$ cat config.mk
export PLATFORM = sky130hd
export DESIGN_NAME = uart_rx_sampler
export DESIGN_NICKNAME = d
export VERILOG_FILES = /design/src/rtl/uart_rx_sampler.sv
export SDC_FILE = /design/constraint.sdc
export NUM_CORES = 1
export LEC_CHECK = 0
export BUFFER_PORTS_ARGS = -buffer_cell sky130_fd_sc_hd__buf_2
export CORE_UTILIZATION = 39
export CTS_CLUSTER_DIAMETER = 150
export DETAILED_ROUTE_END_ITERATION = 10
export GPL_ROUTABILITY_DRIVEN = 0
export SETUP_SLACK_MARGIN = 0.3
export SLEW_MARGIN = 20
export SYNTH_ARGS = -nofsm -noshare
export SYNTH_HDL_FRONTEND = slang
export SYNTH_SLANG_ARGS = --single-unit
export TNS_END_PERCENT = 5
$ cat constraint.sdc
create_clock -name clk -period 3.25 [get_ports clk]
set_input_delay 0 -clock clk [delete_from_list [all_inputs] [get_ports clk]]
set_output_delay 0 -clock clk [all_outputs]
set_load 0.03 [all_outputs]
$ cat src/rtl/uart_rx_sampler.sv
// rtl/uart_rx_sampler.sv - UART receive sampler with centre sampling and one-entry holding buffer
//
// Purpose: synchronizes the serial rx line and detects start bits. Samples
// data and stop bits at their centres using the 16x baud tick, and delivers
// completed frames through a one-entry valid/ready holding buffer.
//
// Ports:
//   clk        single clock for all logic
//   rst_n      asynchronous assert, active-low reset
//   s_tick     one-clk strobe at OVERSAMPLE x baud rate
//   rx         asynchronous serial line, idle high
//   rx_data    received data word, valid while rx_valid is high
//   rx_valid   holding buffer full
//   rx_ready   consumer accepts rx_data when high together with rx_valid
//   frame_err  one-cycle pulse: stop bit sampled low
//   overrun    one-cycle pulse: frame completed while the buffer was full and not drained

module uart_rx_sampler #(
    parameter int DATA_BITS  = 8,
    parameter int OVERSAMPLE = 16
) (
    input  logic                 clk,
    input  logic                 rst_n,
    input  logic                 s_tick,
    input  logic                 rx,
    output logic [DATA_BITS-1:0] rx_data,
    output logic                 rx_valid,
    input  logic                 rx_ready,
    output logic                 frame_err,
    output logic                 overrun
);

    localparam int CW = $clog2(OVERSAMPLE);
    localparam int NW = $clog2(DATA_BITS);
    localparam logic [CW-1:0] HALF_CNT = CW'(OVERSAMPLE / 2 - 1);
    localparam logic [CW-1:0] LAST_CNT = CW'(OVERSAMPLE - 1);
    localparam logic [NW-1:0] LAST_BIT = NW'(DATA_BITS - 1);

    typedef enum logic [2:0] {
        S_IDLE,
        S_START,
        S_DATA,
        S_STOP,
        S_BREAK
    } state_t;

    state_t               state, state_nx;
    logic                 rx_m, rx_s;
    logic [CW-1:0]        s_cnt, s_cnt_nx;
    logic [NW-1:0]        n, n_nx;
    logic [DATA_BITS-1:0] sh, sh_nx;
    logic                 frame_ok, frame_bad;

    // Two-flop synchronizer; resets to the idle (high) line level so reset
    // release never looks like a start bit.
    always_ff @(posedge clk or negedge rst_n) begin
        if (!rst_n) begin
            rx_m <= 1'b1;
            rx_s <= 1'b1;
        end else begin
            rx_m <= rx;
            rx_s <= rx_m;
        end
    end

    always_ff @(posedge clk or negedge rst_n) begin
        if (!rst_n) begin
            state <= S_IDLE;
            s_cnt <= '0;
            n     <= '0;
            sh    <= '0;
        end else begin
            state <= state_nx;
            s_cnt <= s_cnt_nx;
            n     <= n_nx;
            sh    <= sh_nx;
        end
    end

    always_comb begin
        state_nx  = state;
        s_cnt_nx  = s_cnt;
        n_nx      = n;
        sh_nx     = sh;
        frame_ok  = 1'b0;
        frame_bad = 1'b0;
        case (state)
            S_IDLE: begin
                if (!rx_s) begin
                    s_cnt_nx = '0;
                    state_nx = S_START;
                end
            end
            S_START: begin
                // Half a bit time after the falling edge: re-check the line so
                // short glitches are rejected as false starts.
                if (s_tick) begin
                    if (s_cnt == HALF_CNT) begin
                        if (rx_s) begin
                            state_nx = S_IDLE;
                        end else begin
                            s_cnt_nx = '0;
                            n_nx     = '0;
                            state_nx = S_DATA;
                        end
                    end else begin
                        s_cnt_nx = s_cnt + 1'b1;
                    end
                end
            end
            S_DATA: begin
                if (s_tick) begin
                    if (s_cnt == LAST_CNT) begin
                        // LSB arrives first, so shift right from the top.
                        sh_nx    = {rx_s, sh[DATA_BITS-1:1]};
                        s_cnt_nx = '0;
                        if (n == LAST_BIT) begin
                            state_nx = S_STOP;
                        end else begin
                            n_nx = n + 1'b1;
                        end
                    end else begin
                        s_cnt_nx = s_cnt + 1'b1;
                    end
                end
            end
            S_STOP: begin
                if (s_tick) begin
                    if (s_cnt == LAST_CNT) begin
                        s_cnt_nx = '0;
                        if (rx_s) begin
                            frame_ok = 1'b1;
                            state_nx = S_IDLE;
                        end else begin
                            frame_bad = 1'b1;
                            state_nx  = S_BREAK;
                        end
                    end else begin
                        s_cnt_nx = s_cnt + 1'b1;
                    end
                end
            end
            S_BREAK: begin
                // A held-low line must not retrigger: wait for idle first.
                if (rx_s) begin
                    state_nx = S_IDLE;
                end
            end
            default: state_nx = S_IDLE;
        endcase
    end

    // Holding buffer. A completed frame loads when empty or when the current
    // word is being drained in the same cycle; otherwise the new word is dropped.
    always_ff @(posedge clk or negedge rst_n) begin
        if (!rst_n) begin
            rx_data   <= '0;
            rx_valid  <= 1'b0;
            frame_err <= 1'b0;
            overrun   <= 1'b0;
        end else begin
            frame_err <= frame_bad;
            overrun   <= 1'b0;
            if (frame_ok) begin
                if (!rx_valid || rx_ready) begin
                    rx_data  <= sh;
                    rx_valid <= 1'b1;
                end else begin
                    overrun <= 1'b1;
                end
            end else if (rx_valid && rx_ready) begin
                rx_valid <= 1'b0;
            end
        end
    end

endmodule

==> reports/qor.yml, run 1 <==
grt_util_all_layers_pct: 15.26
fin_crit_ns: 2.046
post-place-ws_ns: 1.208
synth_cell_types: 35
htree_levels: 2
grt_pass1_vias: 957
dieArea_sq_um: 3877
antenna_found_initial: 0
final-setup-viol-count: 0
cts_resized: 0
synthArstFlopShare_pct: 100.0
synth-edff-count: 0
r2r_start: "s_cnt[0]$_DFFE_PN0P_"
leakage_uw: 0.0007940
outcome: "complete, no violations"
die_h_microns: 62.27
drt_iter0_markers: 26
fin_setup_tns_ns: 0
grt_pass1_wl_microns: 4526
hold_class: "in -> reg"
endpoint_kind: "flop"
drcViolationCount: 0
firstDrtPassIters: 4
hold_depth: 4
die_width_microns: 62.27
r2r_setup_slack_ns: 1.20
stdcell_count: 183
ios: 16
critPathLaunch: "s_cnt[0]$_DFFE_PN0P_"
worstPathArrival_ns: 2.26
synth.yosys.seq_area_share_pct: 54.95
cts_made_buffers: 5
synth_area_per_cell_sq_um: 12.00
clk_pin_slew_worst_paths_ns: 0.09
power_density_nw_per_um2: 582.9
tightest_slew_ns: 0.6771
antenna_left: 0
syn-cell-area_sq_um: 1416
cts_buffer_depth: 2
postCtsHoldBufs: 3
reg2regPathDepth: 4
worstPathRequired_ns: 3.46
timing.final.crit_share_pct: 62.95
fin_skew_ns: 0.009304
maxSlewHeadroom_pct: 54.86
dp_cells: 172
setup_ws_ns: 1.204
dpl.hpwl_microns: 1813
gr-total-overflow: 0
ys.flop_type: "dfrtp_1"
area_delta_synth_final_pct: 13.69
finish.instance_area_sq_um: 1610
finalMaxSlewViolations: 0
rsz0062_at_grt: "false"
initial_utilization_pct: 41.47
hold_viol: 0
root_buffer: "clkbuf_4"
avgRoutedWirePerCell_microns: 14.02
fmax_ghz: 0.4888
num_vias: 966
cts_tree: "built"
vias_per_cell: 5.279
n_antenna_cell: 0
cts_setup_buffers: 0
synthCells: 118
drt_wl_total_microns: 2566
place_area_sq_um: 1520
drv_cap: 0
cp_max_fo: 8
synth-seq-cells: 31
crit_type: "reg -> reg"
nets: 144
syn_nets: 126
num_rows: 21
worstSkewPairLatency_ns: 0.33
core_sq_um: 3416
clock-sinks: 31
port_buffers: 15
cp-start-kind: "flop"
timing.rr.end: "rx_data[3]$_DFFE_PN0P_"
cp-endpoint: "rx_data[3]$_DFFE_PN0P_"
ys.warnings.count: 0
grt_max_degree: 32
ir_worst_vdd_v: 0.0002171
fill_cells: 340
drive_gt1_share_pct: 32.12
layout by cell type, fill, tap and decap left out, types with 3 or more instances in the layout:
cell | netlist | layout
dfrtp_1 | 29 | 29
mux2_2 | 16 | 16
buf_2 | 2 | 15
nor2_1 | 7 | 7
inv_1 | 5 | 5
clkbuf_4 | 0 | 5
nand2_1 | 4 | 4
o21ai_0 | 4 | 4
nand4_1 | 3 | 3
o22ai_1 | 3 | 3
a21oi_1 | 3 | 3
ha_1 | 3 | 3
dlygate4sd3_1 | 0 | 3
critical path, cell delays in order, from the launching register on:
cell     delay [ns]
dfrtp_1        0.38
ha_1           0.28
nand3_1        0.25
nor4b_4        0.62
mux2_2         0.39
power breakdown:
group	internal [uW]	leakage [uW]	switching, uW	total (uW)
Clock	105	0.0000353	122	226
Sequential	427	0.000412	93.2	520
Combinational	95.5	0.000346	96.8	192
Total	627	0.000794	312	939
registers in the layout, indices dropped and copies added (netlist names):
name	flops
frame_err	1
n	3
overrun	1
rx_data	8
rx_m	1
rx_s	1
rx_valid	1
s_cnt	4
sh	8
state	3
through the flow:
stage                     util [%]  power (uW)  hold slack [ns]
after global placement       44.51       702.5          0.07100
after CTS                    47.14       948.4          0.09462
final                        47.14       938.6          0.09993
after floorplan                  -       665.0          -0.2956
after detailed placement     44.51       713.7          0.07565
after global routing         47.14        1011           0.1676
Yosys cell counts (2+ instances only):
cell type,instances,area share [%]
a21oi_1,3,1.1
a22o_1,2,1.2
a311oi_1,2,1.2
a31oi_1,2,0.88
buf_2,2,0.71
clkbuf_1,5,1.3
dfrtp_1,29,51
dfstp_2,2,3.7
ha_1,3,2.7
inv_1,5,1.3
mux2_2,16,13
nand2_1,4,1.1
nand3_1,2,0.71
nand4_1,3,1.3
nor2_1,7,1.9
nor3_1,2,0.71
nor4b_1,2,1.2
nor4bb_1,2,1.4
o211ai_1,2,1.1
o21ai_0,4,1.4
o22ai_1,3,1.3
or2_2,2,0.88
or3_1,2,0.88
logic make-up after synthesis:
logic type / synth area share [%]
AOI/OAI and AO/OA: 10.69
xor gates and xnor gates: 0.6185
adders and majority gates: 2.650
buffers and inverters: 3.357
DFF: 54.95
muxes: 13.43
and+or+nand+nor: 14.31
area by class of cell:
class | instances | area, sq um | share of cell area [%]
tap | 46 | 57.56 | 3.574
clock inverter | 1 | 5.005 | 0.3108
clock buffer | 7 | 55.05 | 3.419
multi-input combinational | 75 | 590.6 | 36.67
timing repair buffer | 18 | 105.1 | 6.527
inverter | 5 | 18.77 | 1.166
sequential | 31 | 778.2 | 48.33
worst min path at each step:
| stage | to | startpoint |
|---|---|---|
| floorplan | frame_err$_DFF_PN0_ | rst_n |
| global placement | s_cnt[3]$_DFFE_PN0P_ | rst_n |
| detailed placement | s_cnt[3]$_DFFE_PN0P_ | rst_n |
| CTS | state[0]$_DFFE_PN0P_ | s_tick |
| global route | state[0]$_DFFE_PN0P_ | s_tick |
| finish | state[0]$_DFFE_PN0P_ | s_tick |
routing by layer:
layer	up-vias	global-route usage [%]	part of all wire, %	wire length, microns
met4	0	8.140	1.6	42
li1	464	-	-	-
met5	-	0	0	0
met3	5	4.779	4.6	117
met2	21	22.12	46	1168
met1	476	20.36	48	1238
Power figures use the tool's default switching activity.
==> run 2: changes to the inputs <==
==> constraint.sdc (replaced) <==
create_clock -name clk -period 2 [get_ports clk]
set_input_delay 0 -clock clk [delete_from_list [all_inputs] [get_ports clk]]
set_output_delay 0 -clock clk [all_outputs]
set_load 0.03 [all_outputs]
==> reports/qor.yml, run 2 (synthesis gave the netlist of run 1 again) <==
cts_tree: "built"  # unchanged
maxSlewHeadroom_pct: 56.58  # was 54.86%
cts_made_buffers: 5  # unchanged
top_layer: "met4"  # unchanged
ios: 16  # unchanged
fin_crit_ns: 1.628  # was 2.046 ns
final_common_cell: "dfrtp_1"  # unchanged
htree_levels: 2  # unchanged
final_cell_mix: "dfrtp_1 (29), mux2_2 (15), buf_2 (15)"  # was dfrtp_1 (29), mux2_2 (16), buf_2 (15)
cp_max_fo: 3  # was 8
firstDrtPassIters: 4  # unchanged
route.met3.wl_microns: 123  # was 117 microns
tightest_slew_ns: 0.6513  # was 0.6771 ns
dp_cells: 177  # was 172
dieArea_sq_um: 3877  # unchanged
wl_met2_microns: 1276  # was 1168 microns
drcViolationCount: 0  # unchanged
r2r_setup_slack_ns: 0.37  # was 1.20 ns
antenna_found_initial: 0  # unchanged
timing.final.crit_share_pct: 81.41  # was 62.95%
core_sq_um: 3416  # unchanged
avgRoutedWirePerCell_microns: 14.28  # was 14.02 microns
crit_slowest_cell: "dfrtp_1"  # was nor4b_4
stdcell_count: 191  # was 183
grt_util_all_layers_pct: 15.95  # was 15.26%
initial_utilization_pct: 41.47  # unchanged
antenna_left: 0  # unchanged
worstSkewPairLatency_ns: 0.33  # about the same
drt_wl_total_microns: 2727  # was 2566 microns
num_vias: 1019  # was 966
gr-total-overflow: 0  # unchanged
nets: 152  # was 144
drv_cap: 0  # unchanged
worstPathArrival_ns: 1.84  # was 2.26 ns
hold_class: "in -> reg"  # unchanged
n_antenna_cell: 0  # unchanged
hold_viol: 0  # unchanged
endpoint_kind: "flop"  # unchanged
setup_ws_ns: 0.3718  # was 1.204 ns
worstPathRequired_ns: 2.21  # was 3.46 ns
drt_iter0_markers: 22  # was 26
dpl.hpwl_microns: 1890  # was 1813 microns
cp-start-kind: "flop"  # unchanged
clock-sinks: 31  # unchanged
die_width_microns: 62.27  # unchanged
port_buffers: 15  # unchanged
num_rows: 21  # unchanged
finalMaxSlewViolations: 0  # unchanged
cts_buffer_depth: 2  # unchanged
fin_skew_ns: 0.005952  # was 0.009304 ns
ir_worst_vdd_v: 0.0004109  # was 0.0002171 V
outcome: "complete, no violations"  # unchanged
drive_gt1_share_pct: 39.31  # was 32.12%
fmax_ghz: 0.6142  # was 0.4888 GHz
post-place-ws_ns: 0.1914  # was 1.208 ns
clk_pin_slew_worst_paths_ns: 0.09  # about the same
root_buffer: "clkbuf_4"  # unchanged
power_density_nw_per_um2: 1020  # was 582.9 nW/um^2
worst_path_largest_cell_delay_ns: 0.39  # was 0.62 ns
leakage_uw: 0.0008462  # was 0.0007940 uW
crit_type: "reg -> reg"  # unchanged
area_delta_synth_final_pct: 22.88  # was 13.69%
met1Wirelength_microns: 1307  # was 1238 microns
die_h_microns: 62.27  # unchanged
grt_max_degree: 32  # unchanged
grt_pass1_wl_microns: 4678  # was 4526 microns
largestRegisters: "rx_data (8), sh (8), s_cnt (4)"  # unchanged
fin_setup_tns_ns: 0  # unchanged
vias_per_cell: 5.335  # was 5.279
path_cells: "ha_1 -> ha_4 -> nor4bb_2 -> o211ai_1 -> mux2_4"  # was ha_1 -> nand3_1 -> nor4b_4 -> mux2_2
rsz0062_at_grt: "true"  # was false
final-setup-viol-count: 0  # unchanged
grt_pass1_vias: 1048  # was 957
run 2: where the power goes:
group	total [uW]	internal (uW)	switching [uW]
Clock	506	295	210
Sequential	797	694	103
Combinational	472	232	241
run 2: final cells by class:
class | instances | area (sq um)
clock buffer | 6 | 51.30
clock inverter | 2 | 35.03
fill | 307 | 1675
inverter | 5 | 18.77
multi-input combinational | 75 | 630.6
sequential | 31 | 778.2
tap | 46 | 57.56
timing repair buffer | 26 | 168.9
run 2: worst paths after layout:
path                             startpoint                   end  cells after the start
max                        n[0]$_DFFE_PN0P_      n[0]$_DFFE_PN0P_                      5
min                                  s_tick  state[0]$_DFFE_PN0P_                      4
max reg2reg                n[0]$_DFFE_PN0P_      n[0]$_DFFE_PN0P_                      5
min reg2reg                  rx_m$_DFF_PN1_        rx_s$_DFF_PN1_                      0
max in group asynchronous             rst_n      n[0]$_DFFE_PN0P_                      2
min in group asynchronous             rst_n     sh[3]$_DFFE_PN0P_                      2
run 2: worst max-delay path: cells and delay by family (launching register included):
| kind | cells | cell delay (ns) |
|---|---|---|
| compound gates | 1 | 0.18 |
| fa+ha+maj | 2 | 0.40 |
| flops | 1 | 0.39 |
| mux | 1 | 0.30 |
| simple gates | 1 | 0.25 |
run 2: routing by layer:
| metal | track usage (%) | vias to the layer above |
|---|---|---|
| li1 | - | 483 |
| met1 | 20.17 | 508 |
| met2 | 23.76 | 26 |
| met3 | 6.250 | 2 |
| met4 | 7.849 | 0 |
| met5 | 0 | - |
run 2: what timing repair did:
item | 4_1_cts | 5_1_grt
gates resized for setup | 2 | 6
setup endpoints to repair | 14 | 16
pin swaps | 0 | 2
hold buffers | 3 | 0
buffers inserted | 1 | 2
hold endpoints to repair | 32 | 0
run 2: metrics by stage:
step	instance area [sq um]	total power [uW]	util, %	hold WS (ns)
2_1_floorplan	1416	1081	-	-0.2956
3_3_place_gp	1558	1188	45.60	0.06115
3_5_place_dp	1558	1211	45.60	0.06656
4_1_cts	1689	1742	49.45	0.06684
5_1_grt	1740	1885	50.95	0.1291
6_report	1740	1775	50.95	0.07783
==> run 3: changes to the inputs <==
==> constraint.sdc (replaced) <==
create_clock -name clk -period 1.6 [get_ports clk]
set_input_delay 0 -clock clk [delete_from_list [all_inputs] [get_ports clk]]
set_output_delay 0 -clock clk [all_outputs]
set_load 0.03 [all_outputs]
==> reports/qor.yml, run 3 (synthesis gave the netlist of run 1 again) <==
tightest_slew_ns: 0.6685  # was 0.6513 ns
cts_made_buffers: 5  # unchanged
ir_worst_vdd_v: 0.0006411  # was 0.0004109 V
initial_utilization_pct: 41.47  # unchanged
cp-start-kind: "flop"  # unchanged
vias_per_cell: 5.263  # was 5.335
antenna_left: 0  # unchanged
reg2regPathDepth: 5  # unchanged
r2r_start: "n[0]$_DFFE_PN0P_"  # unchanged
holdWs_ns: 0.1144  # was 0.07783 ns
final-setup-viol-count: 0  # unchanged
min_from: "s_tick"  # unchanged
seq_power_share_pct: 39.3  # was 44.9%
path_cells: "ha_2 -> ha_4 -> nor4bb_2 -> o211ai_1 -> mux2_4"  # was ha_1 -> ha_4 -> nor4bb_2 -> o211ai_1 -> mux2_4
clock-sinks: 31  # unchanged
timing.final.crit_share_pct: 97.17  # was 81.41%
dieArea_sq_um: 3877  # unchanged
drt_wl_total_microns: 2908  # was 2727 microns
drive_gt1_share_pct: 47.37  # was 39.31%
num_rows: 21  # unchanged
final_cell_mix: "dfrtp_1 (29), buf_2 (15), buf_4 (14)"  # was dfrtp_1 (29), mux2_2 (15), buf_2 (15)
route.met3.wl_microns: 91  # was 123 microns
n_antenna_cell: 0  # unchanged
drv_cap: 0  # unchanged
crit_type: "reg -> reg"  # unchanged
dpl.hpwl_microns: 1942  # was 1890 microns
maxSlewHeadroom_pct: 55.44  # was 56.58%
root_buffer: "clkbuf_4"  # unchanged
firstDrtPassIters: 4  # unchanged
hold_class: "in -> reg"  # unchanged
die_width_microns: 62.27  # unchanged
grt_max_degree: 32  # unchanged
clk_pin_slew_worst_paths_ns: 0.10  # was 0.09 ns
hold_viol: 0  # unchanged
fin_util_pct: 55.24  # was 50.95%
post-place-ws_ns: -0.06532  # was 0.1914 ns
p_sw_uw: 781.6  # was 553.9 uW
setup_ws_ns: 0.04525  # was 0.3718 ns
min_to: "state[0]$_DFFE_PN0P_"  # unchanged
switching_share_pct: 32.45  # was 31.21%
finalMaxSlewViolations: 0  # unchanged
largestRegisters: "rx_data (8), sh (8), s_cnt (4)"  # unchanged
internal-power_uw: 1627  # was 1221 uW
cts_tree: "built"  # unchanged
fin_skew_ns: 0.004462  # was 0.005952 ns
avgRoutedWirePerCell_microns: 14.69  # was 14.28 microns
met1Wirelength_microns: 1346  # was 1307 microns
power_density_nw_per_um2: 1277  # was 1020 nW/um^2
worst_path_largest_cell_delay_ns: 0.40  # was 0.39 ns
die_h_microns: 62.27  # unchanged
num_vias: 1042  # was 1019
rsz0062_at_grt: "true"  # unchanged
hold_depth: 4  # unchanged
cp_max_fo: 3  # unchanged
port_buffers: 15  # unchanged
outcome: "complete, no violations"  # unchanged
worstPathArrival_ns: 1.78  # was 1.84 ns
top_layer: "met4"  # unchanged
grt_util_all_layers_pct: 16.34  # was 15.95%
cts_buffer_depth: 2  # unchanged
wl_met2_microns: 1427  # was 1276 microns
nets: 159  # was 152
core_sq_um: 3416  # unchanged
leakage_uw: 0.0008978  # was 0.0008462 uW
timing.rr.end: "n[0]$_DFFE_PN0P_"  # unchanged
r2r_setup_slack_ns: 0.05  # was 0.37 ns
fin_crit_ns: 1.555  # was 1.628 ns
htree_levels: 2  # unchanged
drt_iter0_markers: 18  # was 22
worstPathRequired_ns: 1.83  # was 2.21 ns
worstSkewPairLatency_ns: 0.33  # about the same
antenna_found_initial: 0  # unchanged
ios: 16  # unchanged
p_comb_share_pct: 33.8  # was 26.6%
gr-total-overflow: 0  # unchanged
crit_slowest_cell: "dfrtp_1"  # unchanged
drcViolationCount: 0  # unchanged
p_clk_share_pct: 26.9  # was 28.5%
grt_pass1_wl_microns: 4823  # was 4678 microns
fmax_ghz: 0.6432  # was 0.6142 GHz
endpoint_kind: "flop"  # unchanged
area_delta_synth_final_pct: 33.22  # was 22.88%
final_common_cell: "dfrtp_1"  # unchanged
grt_pass1_vias: 1062  # was 1048
[run 3: cell count changes in the layout (fill, tap and decap cells not counted), sizes merged]
| cell | before | now |
|---|---|---|
| buf | 23 | 30 |
[run 3: how the worst max path moves through the flow]
stage,start,end,slack [ns],depth (start not counted)
2_1_floorplan,rx_s$_DFF_PN1_,rx_data[0]$_DFFE_PN0P_,-0.16,4
3_3_place_gp,s_cnt[1]$_DFFE_PN0P_,sh[0]$_DFFE_PN0P_,-0.009,5
3_5_place_dp,n[0]$_DFFE_PN0P_,n[0]$_DFFE_PN0P_,-0.07,5
4_1_cts,s_cnt[1]$_DFFE_PN0P_,rx_data[2]$_DFFE_PN0P_,0.02,5
5_1_grt,n[0]$_DFFE_PN0P_,n[0]$_DFFE_PN0P_,-0.02,5
6_report,n[0]$_DFFE_PN0P_,n[0]$_DFFE_PN0P_,0.05,5
[run 3: metrics by stage]
step	std cells	area [sq um]	power (uW)	TNS, ns
floorplan	118	1416	1351	-1.594
global placement	186	1625	1587	-0.06479
detailed placement	186	1625	1622	-0.2985
CTS	198	1821	2304	0
global route	198	1887	2549	-0.08726
finish	198	1887	2409	0
[run 3: timing repair]
action | in CTS | in global routing
pin swaps | 4 | 12
hold buffers | 3 | 0
endpoints found under the setup margin | 28 | 28
resized for setup | 18 | 12
setup buffers | 1 | 0
hold endpoints to repair | 32 | 0
[run 3: critical path, delay by kind of cell, from the launching register on]
family / cells / cell delay, ns
AO/OA/AOI/OAI: 1 / 0.16
adder cells (fa/ha/maj): 2 / 0.36
flip-flops: 1 / 0.40
multiplexers: 1 / 0.29
AND/OR/NAND/NOR: 1 / 0.24
[run 3: power groups by stage]
stage / clock network, uW / registers, uW / logic (uW)
3_5_place_dp: 0 / 944 / 678
5_1_grt: 696 / 959 / 895
4_1_cts: 656 / 938 / 711
2_1_floorplan: 0 / 948 / 403
3_3_place_gp: 0 / 939 / 648
6_report: 649 / 946 / 814
[run 3: final cells by class]
class                   instances  area, sq um
fillers                       308         1529
clock inverters                 2        35.03
clock buffers                   6        51.30
repair buffers                 33        221.5
flip-flops and latches         31        778.2
inverters                       5        18.77
multi-input cells              75        724.4
well taps                      46        57.56
[run 3: metal layers]
layer  track usage, %  up-vias
li1                 -      493
met1            18.81      528
met2            28.43       15
met3            4.963        6
met4            6.105        0
met5                0        -
